**src/rtl/bcd_updown_counter_if.sv**
```systemverilog
// Control and count bus between the BCD counter and its neighbours.
// The master drives the controls; the slave (the counter) returns the count and pulses.
interface bcd_updown_counter_if #(
    parameter int DIGITS = 2
);
    logic                  en;
    logic                  up;
    logic                  load;
    logic [4*DIGITS-1:0]   load_val;
    logic [4*DIGITS-1:0]   bcd;
    logic                  tc;
    logic                  load_err;
    logic                  changed;

    modport master (
        output en, up, load, load_val,
        input  bcd, tc, load_err, changed
    );

    modport slave (
        input  en, up, load, load_val,
        output bcd, tc, load_err, changed
    );
endinterface

```
**src/rtl/bcd_updown_counter.sv**
```systemverilog
// Multi-digit BCD up/down counter with validated parallel load.
// Every nibble of the output stays in 0-9 for the downstream BCD-to-Gray converters.
module bcd_updown_counter #(
    parameter int DIGITS = 2
) (
    input  logic                       clk,
    input  logic                       rst_n,
    bcd_updown_counter_if.slave        bus
);
    logic [4*DIGITS-1:0] r_bcd;
    logic                r_tc;
    logic                r_load_err;
    logic                r_changed;

    logic [4*DIGITS-1:0] w_inc;
    logic [4*DIGITS-1:0] w_dec;
    logic                w_carry;
    logic                w_borrow;
    logic                w_load_ok;
    logic [3:0]          w_digit;

    // Ripple carry/borrow across all digits in one cycle; a chain that survives
    // past the top digit means the count wrapped.
    always_comb begin
        w_inc     = r_bcd;
        w_dec     = r_bcd;
        w_carry   = 1'b1;
        w_borrow  = 1'b1;
        w_load_ok = 1'b1;
        w_digit   = 4'd0;
        for (int i = 0; i < DIGITS; i++) begin
            w_digit = r_bcd[4*i +: 4];
            if (w_carry) begin
                if (w_digit == 4'd9) begin
                    w_inc[4*i +: 4] = 4'd0;
                end else begin
                    w_inc[4*i +: 4] = w_digit + 4'd1;
                    w_carry         = 1'b0;
                end
            end
            if (w_borrow) begin
                if (w_digit == 4'd0) begin
                    w_dec[4*i +: 4] = 4'd9;
                end else begin
                    w_dec[4*i +: 4] = w_digit - 4'd1;
                    w_borrow        = 1'b0;
                end
            end
            if (bus.load_val[4*i +: 4] > 4'd9) begin
                w_load_ok = 1'b0;
            end
        end
    end

    always_ff @(posedge clk) begin
        if (!rst_n) begin
            r_bcd      <= '0;
            r_tc       <= 1'b0;
            r_load_err <= 1'b0;
            r_changed  <= 1'b0;
        end else begin
            r_tc       <= 1'b0;
            r_load_err <= 1'b0;
            r_changed  <= 1'b0;
            if (bus.load) begin
                if (w_load_ok) begin
                    r_bcd     <= bus.load_val;
                    r_changed <= 1'b1;
                end else begin
                    r_load_err <= 1'b1;
                end
            end else if (bus.en) begin
                r_bcd     <= bus.up ? w_inc : w_dec;
                r_tc      <= bus.up ? w_carry : w_borrow;
                r_changed <= 1'b1;
            end
        end
    end

    assign bus.bcd      = r_bcd;
    assign bus.tc       = r_tc;
    assign bus.load_err = r_load_err;
    assign bus.changed  = r_changed;
endmodule
```
**src/flat_wrapper.sv**
```systemverilog
// flat-port wrapper written by rule: the top's interface ports become plain ports
module bcd_updown_counter_flat 
#(
    parameter int DIGITS = 2
)
  (clk, rst_n, bus_en, bus_up, bus_load, bus_load_val, bus_bcd, bus_tc, bus_load_err, bus_changed);
  bcd_updown_counter_if #(.DIGITS(DIGITS)) bus_i ();
  input  logic clk;
  input  logic rst_n;
  input wire logic [$bits(bus_i.en)-1:0] bus_en;
  input wire logic [$bits(bus_i.up)-1:0] bus_up;
  input wire logic [$bits(bus_i.load)-1:0] bus_load;
  input wire logic [$bits(bus_i.load_val)-1:0] bus_load_val;
  output wire logic [$bits(bus_i.bcd)-1:0] bus_bcd;
  output wire logic [$bits(bus_i.tc)-1:0] bus_tc;
  output wire logic [$bits(bus_i.load_err)-1:0] bus_load_err;
  output wire logic [$bits(bus_i.changed)-1:0] bus_changed;
  assign bus_i.en = bus_en;
  assign bus_i.up = bus_up;
  assign bus_i.load = bus_load;
  assign bus_i.load_val = bus_load_val;
  assign bus_bcd = bus_i.bcd;
  assign bus_tc = bus_i.tc;
  assign bus_load_err = bus_i.load_err;
  assign bus_changed = bus_i.changed;
  bcd_updown_counter #(.DIGITS(DIGITS)) u_core (.clk(clk), .rst_n(rst_n), .bus(bus_i));
endmodule
```
**config.mk**
```make
export PLATFORM = sky130hd
export DESIGN_NAME = bcd_updown_counter_flat
export DESIGN_NICKNAME = d
export VERILOG_FILES = /design/src/rtl/bcd_updown_counter_if.sv /design/src/rtl/bcd_updown_counter.sv /design/src/flat_wrapper.sv
export SDC_FILE = /design/constraint.sdc
export NUM_CORES = 1
export LEC_CHECK = 0
export ABC_CLOCK_PERIOD_IN_PS = 1630
export CAP_MARGIN = 40
export CELL_PAD_IN_SITES_DETAIL_PLACEMENT = 1
export CELL_PAD_IN_SITES_GLOBAL_PLACEMENT = 1
export CORE_UTILIZATION = 43
export CTS_CLUSTER_SIZE = 28
export DETAILED_ROUTE_END_ITERATION = 7
export DONT_BUFFER_PORTS = 1
export GPL_TIMING_DRIVEN = 0
export PLACE_DENSITY = 0.75
export SLEW_MARGIN = 20
export SYNTH_ARGS = -nofsm -noshare
export SYNTH_HDL_FRONTEND = slang
export SYNTH_SLANG_ARGS = --single-unit
```
**constraint.sdc**
```tcl
create_clock -name clk -period 1.63 [get_ports clk]
set_input_delay 0.4075 -clock clk [delete_from_list [all_inputs] [get_ports clk]]
set_output_delay 0.4075 -clock clk [all_outputs]
set_load 0.1 [all_outputs]
```
==> results.toml, run 1 <==
[yosys]
synth_top_family_by_area = "compound AO/OA/AOI/OAI gates"
yosysTopAreaCellShare_pct = 24.8
synthAdderAreaFrac_pct = 0
synth_mux_area_share_pct = 0
synth_top_cell_by_area = "dfxtp_1"
ys_seq_elements = 11
synthFlopType = "dfxtp_1"
synth_xor_area_share_pct = 1.97
synth_area_um2 = 887
netlist_instances = 115
synth_compound_area_share_pct = 34.8
seq_area_frac_synth_pct = 24.8
avgSynthCellArea_um2 = 7.71
yosysWarnings = 0
syn-num-nets = 128
synth_cell_type_count = 46
synth_edf_count = 0
async_flop_share_pct = 0
synth_area_leaders = "dfxtp_1 25%, o21ai_0 5.6%, nand2_1 3.8%"
synthSimpleGateAreaFrac_pct = 29.6

[setup_path]
arrival_ns = 1.79
cp.buffers_inverters = 1
path_class = "flip-flop to flip-flop"
critical_path.slowest_cell = "dfxtp_4"
crit_path_max_fanout = 4
path_cells = "buf_8 -> nor4b_4 -> o21ai_2 -> and2_4 -> o311a_1"
endpoint_kind = "flip-flop"
worst_setup_path_start_kind = "flip-flop"
crit_family = "flip-flops"
max_stage_delay_ns = 0.46
worst_ep_required_time_ns = 1.80
r2r_slack_ns = 0.009

[timing]
fin_crit_sh_pct = 99.4
setup_viol = 0
worst_pin_slew_ns = 0.445
relSlewSlack_pct = 70.3
finalClockSkew_ns = 0.00145
drv_slew = 0
finalHoldViolCount = 0
rsz0062_at_grt = "yes"
fmax_mhz = 617
layout_min_cycle_time_ns = 1.62

[cts]
clk_pin_slew_ns = 0.08
cts_sinks = 11
clockBufferDepth = 2
cts_tree = "built"
cts_hold_buf = 0
insertion_delay_ns = 0.28
numCtsBuffers = 3
root_buffer = "clkbuf_4"
htreeDepth = 1

[cells_and_area]
seq_area_um2 = 250
most-common-layout-cells = "10 x o21ai_0, 9 x nand2_1, 8 x dfxtp_4, 7 x buf_4"
multi_input_area_um2 = 619
drive_gt1_share_pct = 32.8
final_util_pct = 58.3
nets = 142
final_common_cell = "o21ai_0"
stdcell_count = 155
area_delta_synth_final_pct = 27.6
fillCellCount = 245
antennaDiodeCount = 0

[worst_hold_path]
hp-class = "input port to flip-flop"

[job]
cap_violations = 0

[routing]
first_pass_iters = 4
vias = 938
ant_nets = 0
drt-initial-drc-count = 14
viasPerCell = 6.05
wl_per_cell_um = 18.0
drc = 0
routed_wl_mm = 2.79

[floorplan]
core_um2 = 1940
start_util_pct = 45.7
num_rows = 16
io_pins = 24
die_area_um2 = 2250
die_y_um = 47.4
die_w_um = 47.4

[pwr]
swShare_pct = 45.9
p_sw_uw = 446
p_leak_nw = 0.440
ir_drop_mv = 0.439
seqPwrFrac_pct = 46.5
power.clock.fraction_pct = 21.4
comb_power_share_pct = 32.0
power_density_nw_per_um2 = 858
intPower_uw = 526

[global_route]
first_global_vias = 860
overflow = 0
grt_max_degree = 11
antenna_found_initial = 0
grtUsageTotal_pct = 26.9
grt_pass1_wl_mm = 4.11

[placement]
place_inst = 145
dp_hpwl_mm = 2.00
routabilityCongestion = 0.792
io_buffers = 0

[status]
status = "finished, final reports clean"
==> state kept, by name, indices dropped and copies added, names as in the netlist <==
name and cells:
u_core.bus.tc 1, u_core.bus.load_err 1, u_core.bus.bcd 8, u_core.bus.changed 1
==> per-layer routing <==
layer	part of all wire [%]	GRT usage, %
met5	0	0
met4	0.36	5.14
met3	4.8	4.91
met2	50	44.1
met1	44	36.9
==> cells in the mapped netlist, types with 3 or more instances <==
cell type	n
nand2_1	9
nor2_1	4
o21ai_0	10
nand3_1	6
clkbuf_1	3
buf_2	5
inv_1	6
a21oi_1	6
and3_1	4
nand2b_1	3
o31ai_1	3
nor3_1	3
dfxtp_1	11
==> metrics by stage <==
stage / setup TNS, ns / area [µm²] / hold WS [ns] / total power, mW / setup WS, ns
after floorplan: 0 / 916 / 0.552 / 0.657 / 0.0162
after global placement: -0.498 / 950 / 0.575 / 0.698 / -0.212
after detailed placement: -0.558 / 995 / 0.580 / 0.720 / -0.171
after CTS: -0.00681 / 1080 / 0.287 / 0.941 / -0.00681
after global routing: -0.0594 / 1130 / 0.298 / 1.02 / -0.0378
final: 0 / 1130 / 0.284 / 0.971 / 0.00903
==> final cells by class <==
class,instances,area share [%]
inverter,6,1.99
clock buffer,4,2.32
tap,27,2.98
timing repair buffer,9,8.29
multi-input combinational,88,54.7
buffer,10,7.62
sequential,11,22.1
==> what timing repair did <==
item / in CTS / in global routing
setup buffers: 5 / 1
pin swaps: 3 / 6
setup endpoints to repair: 6 / 6
gates resized for setup: 9 / 14
==> kinds of logic after synthesis <==
kind of cell | count (synthesis)
AOI/OAI and AO/OA | 42
buffers and inverters | 16
and+or+nand+nor | 44
xor gates and xnor gates | 2
DFF | 11
==> path summary, 6_finish.rpt <==
check                                      start                        endpoint  cells after the start
setup / recovery  u_core.bus.bcd[2]$_SDFFE_PN0P_  u_core.bus.bcd[7]$_SDFFE_PN0P_                      5
hold / removal                   bus_load_val[0]  u_core.bus.bcd[0]$_SDFFE_PN0P_                      2
hold reg to reg   u_core.bus.bcd[3]$_SDFFE_PN0P_  u_core.bus.bcd[3]$_SDFFE_PN0P_                      3
setup reg to reg  u_core.bus.bcd[2]$_SDFFE_PN0P_  u_core.bus.bcd[7]$_SDFFE_PN0P_                      5
==> power groups by stage <==
stage / combinational, mW / sequential (mW) / clock [mW]
after floorplan: 0.184 / 0.473 / 0
after global placement: 0.219 / 0.479 / 0
after detailed placement: 0.263 / 0.457 / 0
after CTS: 0.285 / 0.451 / 0.205
after global routing: 0.337 / 0.458 / 0.221
final: 0.311 / 0.452 / 0.208
Power figures use the tool's default switching activity.
==> run 2: changes to the inputs <==
Settings changed: ABC_CLOCK_PERIOD_IN_PS 1630 to 2100, CORE_UTILIZATION 43 to 45, PLACE_DENSITY 0.75 to 0.78.
Clock period 1.63 ns to 2.1 ns, I/O delays scaled along.
==> run 2 against run 1 <==
Die area fell by 4.3%. Hold slack better by 0.11 ns. Combinational power up 12%. Clock power fell by 24%. Count of clock-buffer cells in the layout down 1. Clock skew is 0.00059 ns lower. Sequential cell count stayed put. Global-route usage increased by 1.1 points. Power down 22%. Final area fell by 1.9%. Sequential power is 45% lower. Critical endpoint is now u_core.bus.bcd[6]$_SDFFE_PN0P_. Largest cell class unchanged.
==> results.toml, run 2 (synthesized netlist as in run 1, its figures left out) <==
[status]
status = "finished, final reports clean"

[global_route]
overflow = 0
grtUsageTotal_pct = 27.9
grt_pass1_wl_mm = 4.18
first_global_vias = 904
antenna_found_initial = 0
grt_max_degree = 11

[floorplan]
die_w_um = 46.4
die_area_um2 = 2150
die_y_um = 46.4
num_rows = 15
core_um2 = 1780
start_util_pct = 49.8
io_pins = 24

[routing]
ant_nets = 0
routed_wl_mm = 2.61
drt-initial-drc-count = 21
first_pass_iters = 4
wl_per_cell_um = 16.8
drc = 0
viasPerCell = 6.23
vias = 965

[cts]
insertion_delay_ns = 0.28
cts_sinks = 11
numCtsBuffers = 3
cts_hold_buf = 0
cts_tree = "built"
clk_pin_slew_ns = 0.08
root_buffer = "clkbuf_4"
cts_setup_buffers = 0
cts_resized = 0
htreeDepth = 1
clockBufferDepth = 2

[cells_and_area]
drive_gt1_share_pct = 23.1
multi_input_area_um2 = 589
nets = 144
seq_area_um2 = 220
final_util_pct = 62.3
most-common-layout-cells = "11 x dfxtp_1, 11 x buf_8, 10 x o21ai_0, 9 x nand2_1"
area_delta_synth_final_pct = 25.2
design_area_um2 = 1110
fillCellCount = 221
largest_reg_flops = 8
antennaDiodeCount = 0

[worst_hold_path]
min_from = "bus_load_val[2]"
hp-class = "input port to flip-flop"
hold_depth = 2
hold_path_end = "u_core.bus.bcd[2]$_SDFFE_PN0P_"

[placement]
dp_hpwl_mm = 1.98
io_buffers = 0
routabilityCongestion = 0.803
placed_cell_area_um2 = 1080
post-place-ws_ns = 0.316

[pwr]
power_density_nw_per_um2 = 680
power_uw = 756
p_leak_nw = 0.443
ir_drop_mv = 0.466

[setup_path]
arrival_ns = 1.87
rr_worst_depth = 5
r2r_slack_ns = 0.38
path_class = "flip-flop to flip-flop"
worst_setup_path_start_kind = "flip-flop"
reg2reg_from = "u_core.bus.bcd[4]$_SDFFE_PN0P_"
worstReg2RegEnd = "u_core.bus.bcd[6]$_SDFFE_PN0P_"
endpoint_kind = "flip-flop"
worst_ep_required_time_ns = 2.26
crit_path_max_fanout = 10

[timing]
rsz0062_at_grt = "no"
setup_viol = 0
setup_ws_ns = 0.385
relSlewSlack_pct = 58.6
layout_min_cycle_time_ns = 1.72
fmax_mhz = 583
finalHoldViolCount = 0
finalClockSkew_ns = 0.000864
drv_slew = 0
fin_crit_sh_pct = 81.7
worst_pin_slew_ns = 0.605

[job]
cap_violations = 0
-- run 2: changes by cell type in the layout (fill, tap and decap cells not counted), moves of 2 or more --
| cell | delta |
|---|---|
| dfxtp_1 | +8 |
| dfxtp_4 | -8 |
| buf_4 | -6 |
| buf_8 | +6 |
| buf_2 | +2 |
| buf_6 | -2 |
-- run 2: where the power goes --
part | internal [mW] | leakage (nW) | switching (mW) | total (mW)
clock network | 0.0708 | 0.0177 | 0.0873 | 0.158
logic | 0.117 | 0.334 | 0.231 | 0.348
registers | 0.226 | 0.0906 | 0.0239 | 0.249
-- run 2: critical path, cell delays in order (launching register included) --
cell and delay, ns:
dfxtp_1 0.41, buf_2 0.24, and3_1 0.18, nor3_1 0.04, a2111oi_0 0.58, o31ai_1 0.14
-- run 2: layout make-up --
type,instances,area share (%)
plain buffers,10,4.95
clock buffers,3,2.03
repair buffers,11,14.9
inverters,6,2.03
flip-flops and latches,11,19.8
multi-input cells,88,53.0
clock inverters,1,0.450
well taps,25,2.82
-- run 2: through the flow --
step / hold WS, ns / std cells / setup TNS [ns]
global route: 0.404 / 155 / 0
finish: 0.396 / 155 / 0
detailed placement: 0.680 / 151 / 0
floorplan: 0.680 / 115 / 0
CTS: 0.398 / 155 / 0
global placement: 0.696 / 140 / -0.599
-- run 2: per-layer routing --
metal  routed length [µm]  GRT usage (%)
met5                    0              0
met4                   30           7.65
met3                  145           5.88
met2                 1200           44.2
met1                 1230           37.9
-- run 2: worst max-delay path by stage --
stage	end	start
2_1_floorplan	u_core.bus.bcd[6]$_SDFFE_PN0P_	u_core.bus.bcd[6]$_SDFFE_PN0P_
3_3_place_gp	u_core.bus.bcd[6]$_SDFFE_PN0P_	u_core.bus.bcd[4]$_SDFFE_PN0P_
3_5_place_dp	u_core.bus.bcd[6]$_SDFFE_PN0P_	bus_up
4_1_cts	u_core.bus.bcd[6]$_SDFFE_PN0P_	u_core.bus.bcd[4]$_SDFFE_PN0P_
5_1_grt	u_core.bus.bcd[6]$_SDFFE_PN0P_	u_core.bus.bcd[4]$_SDFFE_PN0P_
6_report	u_core.bus.bcd[6]$_SDFFE_PN0P_	u_core.bus.bcd[4]$_SDFFE_PN0P_
